<file path="src/rtl/mod_segment_player_pkg.sv">
// Shared types and constants for the modulation segment player.
// mod_settings_t is the layout the controller register block hands over on its update strobe.
package mod_segment_player_pkg;

    localparam int IDX_W = 15;
    localparam int DIV_W = 32;
    localparam logic [31:0] REP_INFINITE = 32'hFFFF_FFFF;

    typedef struct packed {
        logic             req_rd_segment;
        logic [IDX_W-1:0] cycle_0;
        logic [DIV_W-1:0] freq_div_0;
        logic [IDX_W-1:0] cycle_1;
        logic [DIV_W-1:0] freq_div_1;
        logic [31:0]      rep;
    } mod_settings_t;

    typedef enum logic [1:0] {
        RUN,
        WAIT_SWAP,
        FINITE,
        STOPPED
    } mod_play_state_t;

endpackage

</file>
<file path="src/rtl/mod_sample_divider.sv">
// Divides the base-rate tick down to a sample strobe.
// The strobe is combinational in the tick cycle, so the player steps its index on that same edge.
module mod_sample_divider #(
    parameter int DIV_W = 32
) (
    input  logic             clk,
    input  logic             rst,
    input  logic             tick,
    input  logic             clear,
    input  logic [DIV_W-1:0] freq_div,
    output logic             strobe
);

    logic [DIV_W-1:0] count;
    logic [DIV_W-1:0] last;

    // A divide of 0 acts as 1; >= keeps the divider alive if the divide shrinks below the count.
    always_comb begin
        last   = (freq_div == '0) ? '0 : freq_div - DIV_W'(1);
        strobe = tick && (count >= last);
    end

    always_ff @(posedge clk or posedge rst) begin
        if (rst) begin
            count <= '0;
        end else if (clear) begin
            count <= '0;
        end else if (tick) begin
            count <= strobe ? '0 : count + DIV_W'(1);
        end
    end

endmodule

</file>
<file path="src/rtl/mod_segment_player.sv">
// Turns latched modulation settings into a running sample index and active segment select,
// handling immediate and end-of-loop segment swaps and finite-repeat playback.
module mod_segment_player
    import mod_segment_player_pkg::*;
(
    input  logic             clk,
    input  logic             rst,
    input  logic             tick,
    input  logic             update,
    input  mod_settings_t    settings,
    output logic             segment,
    output logic [IDX_W-1:0] idx,
    output logic             stop,
    output logic             swapped,
    output logic [31:0]      loop_cnt
);

    mod_play_state_t  state;
    mod_play_state_t  state_next;
    logic             pend;
    logic             pend_next;

    logic [IDX_W-1:0] cycle_0;
    logic [IDX_W-1:0] cycle_1;
    logic [DIV_W-1:0] div_0;
    logic [DIV_W-1:0] div_1;
    logic [31:0]      rep;

    logic [IDX_W-1:0] cycle_act;
    logic [DIV_W-1:0] div_act;
    logic             strobe;
    logic             wrap;
    logic             imm_swap;
    logic             fin_swap;
    logic             finish;
    logic             restart;
    logic             step;
    logic             seg_after;
    logic [31:0]      loop_sat;

    always_comb begin
        cycle_act = segment ? cycle_1 : cycle_0;
        div_act   = segment ? div_1 : div_0;
        wrap      = strobe && (idx >= cycle_act);
        loop_sat  = (loop_cnt == '1) ? loop_cnt : loop_cnt + 32'd1;
    end

    mod_sample_divider #(
        .DIV_W (DIV_W)
    ) u_divider (
        .clk      (clk),
        .rst      (rst),
        .tick     (tick),
        .clear    (imm_swap || fin_swap),
        .freq_div (div_act),
        .strobe   (strobe)
    );

    always_ff @(posedge clk or posedge rst) begin
        if (rst) begin
            state <= RUN;
            pend  <= 1'b0;
        end else begin
            state <= state_next;
            pend  <= pend_next;
        end
    end

    // An update is judged against the segment as it will be after any swap firing this cycle.
    always_comb begin
        state_next = state;
        pend_next  = pend;
        case (state)
            RUN:       if (imm_swap) pend_next = 1'b0;
            WAIT_SWAP: if (fin_swap) state_next = FINITE;
            FINITE:    if (finish)   state_next = STOPPED;
            default:   ;
        endcase
        if (update) begin
            if (settings.req_rd_segment != seg_after) begin
                if (settings.rep == REP_INFINITE) begin
                    state_next = RUN;
                    pend_next  = 1'b1;
                end else begin
                    state_next = WAIT_SWAP;
                    pend_next  = 1'b0;
                end
            end else begin
                pend_next = 1'b0;
                if (state_next == WAIT_SWAP) begin
                    state_next = RUN;
                end else if (settings.rep == REP_INFINITE &&
                             (state_next == FINITE || state == STOPPED)) begin
                    state_next = RUN;
                end
            end
        end
    end

    always_comb begin
        imm_swap  = (state == RUN) && pend && strobe;
        fin_swap  = (state == WAIT_SWAP) && wrap;
        finish    = (state == FINITE) && wrap &&
                    (({1'b0, loop_cnt} + 33'd1) == ({1'b0, rep} + 33'd1));
        restart   = (state == STOPPED) && update &&
                    (settings.req_rd_segment == segment) &&
                    (settings.rep == REP_INFINITE);
        step      = strobe && (state != STOPPED) && !imm_swap && !fin_swap && !finish;
        seg_after = segment ^ (imm_swap || fin_swap);
    end

    // Event decisions above use the old settings copy; the new copy lands on this same edge.
    always_ff @(posedge clk or posedge rst) begin
        if (rst) begin
            segment  <= 1'b0;
            idx      <= '0;
            stop     <= 1'b0;
            swapped  <= 1'b0;
            loop_cnt <= '0;
            cycle_0  <= '0;
            cycle_1  <= '0;
            div_0    <= DIV_W'(1);
            div_1    <= DIV_W'(1);
            rep      <= REP_INFINITE;
        end else begin
            swapped <= imm_swap || fin_swap;
            if (update) begin
                cycle_0 <= settings.cycle_0;
                cycle_1 <= settings.cycle_1;
                div_0   <= settings.freq_div_0;
                div_1   <= settings.freq_div_1;
                rep     <= settings.rep;
            end
            if (imm_swap || fin_swap) begin
                segment  <= ~segment;
                idx      <= '0;
                loop_cnt <= '0;
                stop     <= 1'b0;
            end else if (finish) begin
                idx      <= cycle_act;
                loop_cnt <= loop_sat;
                stop     <= 1'b1;
            end else if (restart) begin
                idx  <= '0;
                stop <= 1'b0;
            end else if (step) begin
                idx <= wrap ? '0 : idx + IDX_W'(1);
                if (state == FINITE && wrap) begin
                    loop_cnt <= loop_sat;
                end
            end
        end
    end

endmodule
</file>
<file path="config.mk">
export PLATFORM = sky130hd
export DESIGN_NAME = mod_segment_player
export DESIGN_NICKNAME = d
export VERILOG_FILES = /design/src/rtl/mod_segment_player_pkg.sv /design/src/rtl/mod_sample_divider.sv /design/src/rtl/mod_segment_player.sv
export SDC_FILE = /design/constraint.sdc
export NUM_CORES = 1
export LEC_CHECK = 0
export ABC_AREA = 1
export ABC_CLOCK_PERIOD_IN_PS = 7100
export CORE_MARGIN = 8
export CORE_UTILIZATION = 52
export CTS_CLUSTER_SIZE = 8
export DETAILED_ROUTE_END_ITERATION = 8
export PLACE_DENSITY = 0.78
export SKIP_CTS_REPAIR_TIMING = 1
export SYNTH_ARGS = -nofsm -noshare
export SYNTH_HDL_FRONTEND = slang
export SYNTH_SLANG_ARGS = --single-unit
export TNS_END_PERCENT = 30
</file>
<file path="constraint.sdc">
create_clock -name clk -period 7.1 [get_ports clk]
set_input_delay 1.065 -clock clk [delete_from_list [all_inputs] [get_ports clk]]
set_output_delay 1.065 -clock clk [all_outputs]
set_load 0.02 [all_outputs]
</file>
==> results of run 1 <==
## through the flow
stage,hold WS (ns),std cells
CTS,0.467,2751
finish,0.462,2752
floorplan,0.437,2186
global route,0.482,2752
global placement,0.448,2696
detailed placement,0.453,2696
## area by class of cell
type	count	area, um^2
timing repair buffer	188	1860
clock buffer	55	886
tap	378	473
fill	2583	10100
multi-input combinational	1646	7940
antenna	1	2.50
inverter	273	1030
sequential	211	5320
## worst max-delay path by stage
| stage | endpoint | slack, ns | depth (start not counted) |
|---|---|---|---|
| after floorplan | cycle_0[0] | 0.33 | 1 |
| after global routing | loop_cnt[3] | 0.03 | 27 |
| after CTS | loop_cnt[5] | 0.69 | 27 |
| after global placement | loop_cnt[5] | 0.85 | 27 |
| final | loop_cnt[5] | 0.57 | 27 |
| after detailed placement | loop_cnt[5] | 0.71 | 27 |
## registers in the layout (all words and copies together), names as in the netlist
name	flops
idx	15
state	2
u_divider.count	32
rep	32
pend	1
swapped	1
div_0	32
cycle_1	15
segment	1
loop_cnt	32
stop	1
cycle_0	15
div_1	32
## cell families after synthesis
| family | after synthesis | share of synthesized area |
|---|---|---|
| and+or+nand+nor | 1283 | 0.369 |
| buffers and inverters | 329 | 0.0878 |
| AOI/OAI and AO/OA | 242 | 0.0897 |
| DFF | 211 | 0.366 |
| xor gates and xnor gates | 62 | 0.0373 |
| adders and majority gates | 58 | 0.0499 |
| muxes | 1 | 0.000688 |
## where the power goes
part / total, mW / internal [mW] / switching (mW)
Clock: 1.37 / 0.825 / 0.540
Combinational: 1.64 / 0.614 / 1.02
Sequential: 1.54 / 1.37 / 0.170
Total: 4.54 / 2.81 / 1.73
## per-layer routing
metal,up-vias,global-route usage,wire length [um]
li1,7275,-,-
met1,6650,0.346,19400
met2,442,0.411,20100
met3,69,0.0394,2720
met4,0,0.0761,1090
met5,-,0,0
## cell usage in the layout (no fill, tap or decap), types with 2 or more instances in the layout
master           Yosys  final
nand2_1            801    801
inv_1              268    267
nor2_1             223    223
clkdlybuf4s50_1      0    179
dfrtp_1            177    176
o21ai_0            166    166
nand3_1            144    144
ha_1                58     58
xor2_1              50     50
nand4_1             40     40
dfstp_2             34     34
a21oi_1             32     32
clkbuf_16            0     31
clkbuf_1            42     22
nor3_1              18     18
nor2_2              14     14
xnor2_1             12     12
o22ai_1             12     12
nor4_1              10     10
buf_4                3      8
nor2_4               6      6
o21ai_1              6      6
a31oi_1              5      5
nand3_2              5      5
nor3b_1              5      5
o21bai_1             4      4
nand3b_1             4      4
inv_2                4      4
or2_2                4      4
a221oi_1             3      3
a21boi_0             3      3
a211oi_1             3      3
a21o_1               2      2
o21a_1               2      2
nand2b_1             2      2
and2_1               2      2
nor3_2               2      2
clkbuf_8             0      2
## worst max-delay path: stages (launching register included)
cell      delay, ns
dfrtp_2        0.56
o21ai_0        0.43
ha_1           0.26
inv_1          0.06
nor2_1         0.13
inv_1          0.12
nor2_1         0.43
inv_1          0.18
nor2_1         0.33
nand2_1        0.21
inv_1          0.14
nand4_1        0.12
a21o_1         0.22
ha_1           0.27
nand2_1        0.06
nor2_1         0.16
nand2_1        0.10
nor2_1         0.15
nand2_1        0.08
nand3_1        0.11
nand3_1        0.21
nor2_1         0.39
nand4_4        0.33
inv_2          0.18
o211ai_4       0.38
nor2_8         0.56
nand3_1        0.14
nand2_1        0.08
==> impl_metrics.ini, run 1 <==
[logic_synthesis]
yosysMostFrequentCell = nand2_1
synth.cell_area_um2 = 14500
yosysSeqAreaShare = 0.366
yosys_most_used_dff = dfrtp_1
yosysWarnings = 0
synth-seq-cells = 211
ys_top_cells_by_area = dfrtp_1 30%, nand2_1 21%, inv_1 6.9%
synth_nets = 2375
yosysTopAreaCellShare = 0.305
synth_cell_types = 47
syn_area_per_cell_um2 = 6.65
synth_top_area_cell = dfrtp_1
synth_common_cells = 801 x nand2_1, 268 x inv_1, 223 x nor2_1, 177 x dfrtp_1, 166 x o21ai_0
synth-edff-count = 0
synthCells = 2186
async_flop_share = 1.00

[critical_path]
cp-startpoint = segment
cp_data_arrival_time_ns = 7.01
rr_worst_depth = 27
worstReg2RegStart = segment
reg2reg_slack_ns = 0.57
crit_required_ns = 7.58
cp-end-kind = flip-flop
critical_path_class = reg -> reg
start_kind = flip-flop
worst-path-max-fanout = 33
r2r_end = loop_cnt[5]

[sta]
fin_worst_skew_ns = 0.0139
fin_setup_tns_ns = 0
post-route-min-period_ns = 6.53
min_period_over_period = 0.919
rsz0062_at_grt = no
slew_viol_final = 0
setup-violations-final = 0
worst_slack_ns = 0.573
worst_pin_slew_ns = 1.11
max_freq_mhz = 153
relSlewSlack = 0.258
finalHoldViolCount = 0

[grt]
grt_max_degree = 145
grt_pass1_wl_um = 70300
grtUsageTotal = 0.254
grt_pass1_vias = 13800
grt-ovfl-total = 0
antenna_found_initial = 1

[place]
pre_cts_ws_ns = 0.714
post-dp-hpwl_um = 32900
portBuffers = 180
placed_cell_area_um2 = 16600
gp_congestion = 0.904

[clocking]
cts_made_buffers = 30
path_clk_slew_ns = 0.05
h-tree-depth = 1
cts_root_buf = clkbuf_16
clk-insertion-delay-late_ns = 0.55
cts.sinks = 211
clock_path_buffers = 3
cts_tree = yes

[drt]
drt_iter0_drc = 1367
routed_wirelength_um = 43200
num_vias = 14400
antenna_left = 0
wl_per_cell_um = 15.7
first_pass_iters = 5
post_drt_via_cell_ratio = 5.25
drc = 0

[pwr]
leakagePower_nw = 8.53
power.total_mw = 4.54
power.density_nw_per_um2 = 259
ir_worst_vdd_v = 0.000208

[hold_path]
hold_path.class = reg -> reg
hp-start = cycle_0[2]
hold_depth = 2
min_to = cycle_0[2]

[finish]
utilization = 0.634
synthToLayoutAreaGrowth_pct = 20.5
drive_above_1_share = 0.0493
final_area_um2 = 17500
final_nets = 2539

[job]
drv_cap = 0

[status]
outcome = finished clean

[floorplan]
core_um2 = 27600
die_w_um = 183
num_rows = 61
initial_core_util = 0.526
die_h_um = 183
ios = 181
dieArea_um2 = 33600
(Power assumes the default switching activity.)
==> inputs of run 2 (changes only) <==
--- a/config.mk
+++ b/config.mk
@@ -6,13 +6,12 @@
 export NUM_CORES = 1
 export LEC_CHECK = 0
 export ABC_AREA = 1
-export ABC_CLOCK_PERIOD_IN_PS = 7100
+export ABC_CLOCK_PERIOD_IN_PS = 6500
 export CORE_MARGIN = 8
-export CORE_UTILIZATION = 52
+export CORE_UTILIZATION = 57
 export CTS_CLUSTER_SIZE = 8
 export DETAILED_ROUTE_END_ITERATION = 8
-export PLACE_DENSITY = 0.78
-export SKIP_CTS_REPAIR_TIMING = 1
+export PLACE_DENSITY = 0.82
 export SYNTH_ARGS = -nofsm -noshare
 export SYNTH_HDL_FRONTEND = slang
 export SYNTH_SLANG_ARGS = --single-unit
==> constraint.sdc (replaced) <==
create_clock -name clk -period 6.5 [get_ports clk]
set_input_delay 0.975 -clock clk [delete_from_list [all_inputs] [get_ports clk]]
set_output_delay 0.975 -clock clk [all_outputs]
set_load 0.02 [all_outputs]
==> impl_metrics.ini, run 2 (synthesis results as in run 1) <==
[finish]
final_cell_mix = 801 x nand2_1, 266 x inv_1, 222 x nor2_1, 179 x clkdlybuf4s50_1, 176 x dfrtp_1
final_area_um2 = 17600
utilization = 0.700
final_nets = 2550
drive_above_1_share = 0.0545
final_common_cell = nand2_1
stdcell_count = 2716
synthToLayoutAreaGrowth_pct = 20.9

[place]
placedCellCount = 2654
pre_cts_ws_ns = 0.421
placed_cell_area_um2 = 16600
post-dp-hpwl_um = 32000
gp_congestion = 0.936
portBuffers = 180

[critical_path]
cp_common_cell = nand2_1
crit_required_ns = 6.99
cp_data_arrival_time_ns = 6.31
cp-end-kind = flip-flop
critical_path_class = reg -> reg
max_stage_delay_ns = 0.61
start_kind = flip-flop
worst-path-max-fanout = 31
crit_slowest_cell = dfrtp_4

[clocking]
cts_made_buffers = 30
clk-insertion-delay-late_ns = 0.57
h-tree-depth = 1
path_clk_slew_ns = 0.05
cts_root_buf = clkbuf_16
hold_buffers = 0
cts_tree = yes
clock_path_buffers = 3
cts.sinks = 211

[grt]
antenna_found_initial = 4
grt_pass1_wl_um = 68300
grt-ovfl-total = 0
grtUsageTotal = 0.266
grt_max_degree = 124
grt_pass1_vias = 13800

[floorplan]
die_h_um = 176
core_um2 = 25100
initial_core_util = 0.579
ios = 181
die_w_um = 176
dieArea_um2 = 30900
num_rows = 58

[pwr]
leakagePower_nw = 8.56
ir_worst_vdd_v = 0.000247
power.total_mw = 4.91
power.density_nw_per_um2 = 280

[sta]
fin_worst_skew_ns = 0.0173
setup-violations-final = 0
min_period_over_period = 0.896
slew_viol_final = 0
max_freq_mhz = 172
worst_slack_ns = 0.677
timing.hold.ws_ns = 0.460
relSlewSlack = 0.412
finalHoldViolCount = 0
worst_pin_slew_ns = 0.879
fin_setup_tns_ns = 0
rsz0062_at_grt = no
post-route-min-period_ns = 5.82

[drt]
post_drt_via_cell_ratio = 5.39
wl_per_cell_um = 15.5
antenna_left = 0
num_vias = 14600
routed_wirelength_um = 42200
drt_iter0_drc = 1517
first_pass_iters = 5
drc = 0

[status]
outcome = finished clean

[hold_path]
hold_path.class = reg -> reg

[job]
drv_cap = 0
-- run 2: report_power, final --
part           total [mW]  internal (mW)  switching [mW]  leakage, nW
logic                1.78          0.677            1.10         5.52
registers            1.68           1.50           0.188         2.62
clock network        1.45          0.865           0.588        0.413
total                4.91           3.04            1.88         8.56
-- run 2: worst paths after layout --
check	start	endpoint	slack (ns)	cells after the start
setup / recovery	segment	loop_cnt[29]	0.68	28
hold / removal	div_0[27]	div_0[27]	0.46	2
setup reg to reg	segment	loop_cnt[29]	0.68	28
hold reg to reg	div_0[27]	div_0[27]	0.46	2
max in group asynchronous	rst	cycle_0[10]	4.61	3
min in group asynchronous	rst	div_0[13]	0.76	2
-- run 2: cell type report --
| type | count | area, um^2 |
|---|---|---|
| Clock inverter | 2 | 35.0 |
| Sequential cell | 211 | 5330 |
| Timing Repair Buffer | 197 | 1940 |
| Inverter | 273 | 1030 |
| Fill cell | 2221 | 7530 |
| Antenna cell | 1 | 2.50 |
| Tap cell | 330 | 413 |
| Multi-Input combinational cell | 1648 | 7980 |
| Clock buffer | 54 | 841 |
-- run 2: per-layer routing --
| metal | track usage | routed length [um] |
|---|---|---|
| met5 | 0 | 41 |
| met4 | 0.0721 | 1040 |
| met3 | 0.0432 | 2860 |
| met2 | 0.433 | 19200 |
| met1 | 0.362 | 19000 |
-- run 2: critical path, delay by kind of cell (launching register included) --
kind / cells / cell delay [ns]
buf+inv: 4 / 0.64
flops: 1 / 0.61
compound gates: 4 / 1.00
fa+ha+maj: 1 / 0.31
simple gates: 19 / 3.17
-- run 2: what timing repair did --
item | in CTS | in global routing
buffers inserted | 0 | 3
gates resized for setup | 0 | 8
setup endpoints to repair | 0 | 43
==> inputs of run 3 (changes only) <==
--- a/config.mk
+++ b/config.mk
@@ -12,6 +12,7 @@
 export CTS_CLUSTER_SIZE = 8
 export DETAILED_ROUTE_END_ITERATION = 8
 export PLACE_DENSITY = 0.82
+export SLEW_MARGIN = 10
 export SYNTH_ARGS = -nofsm -noshare
 export SYNTH_HDL_FRONTEND = slang
 export SYNTH_SLANG_ARGS = --single-unit
==> results of run 3 <==
No change in the layout: final DEF, timing and power equal those of run 2.
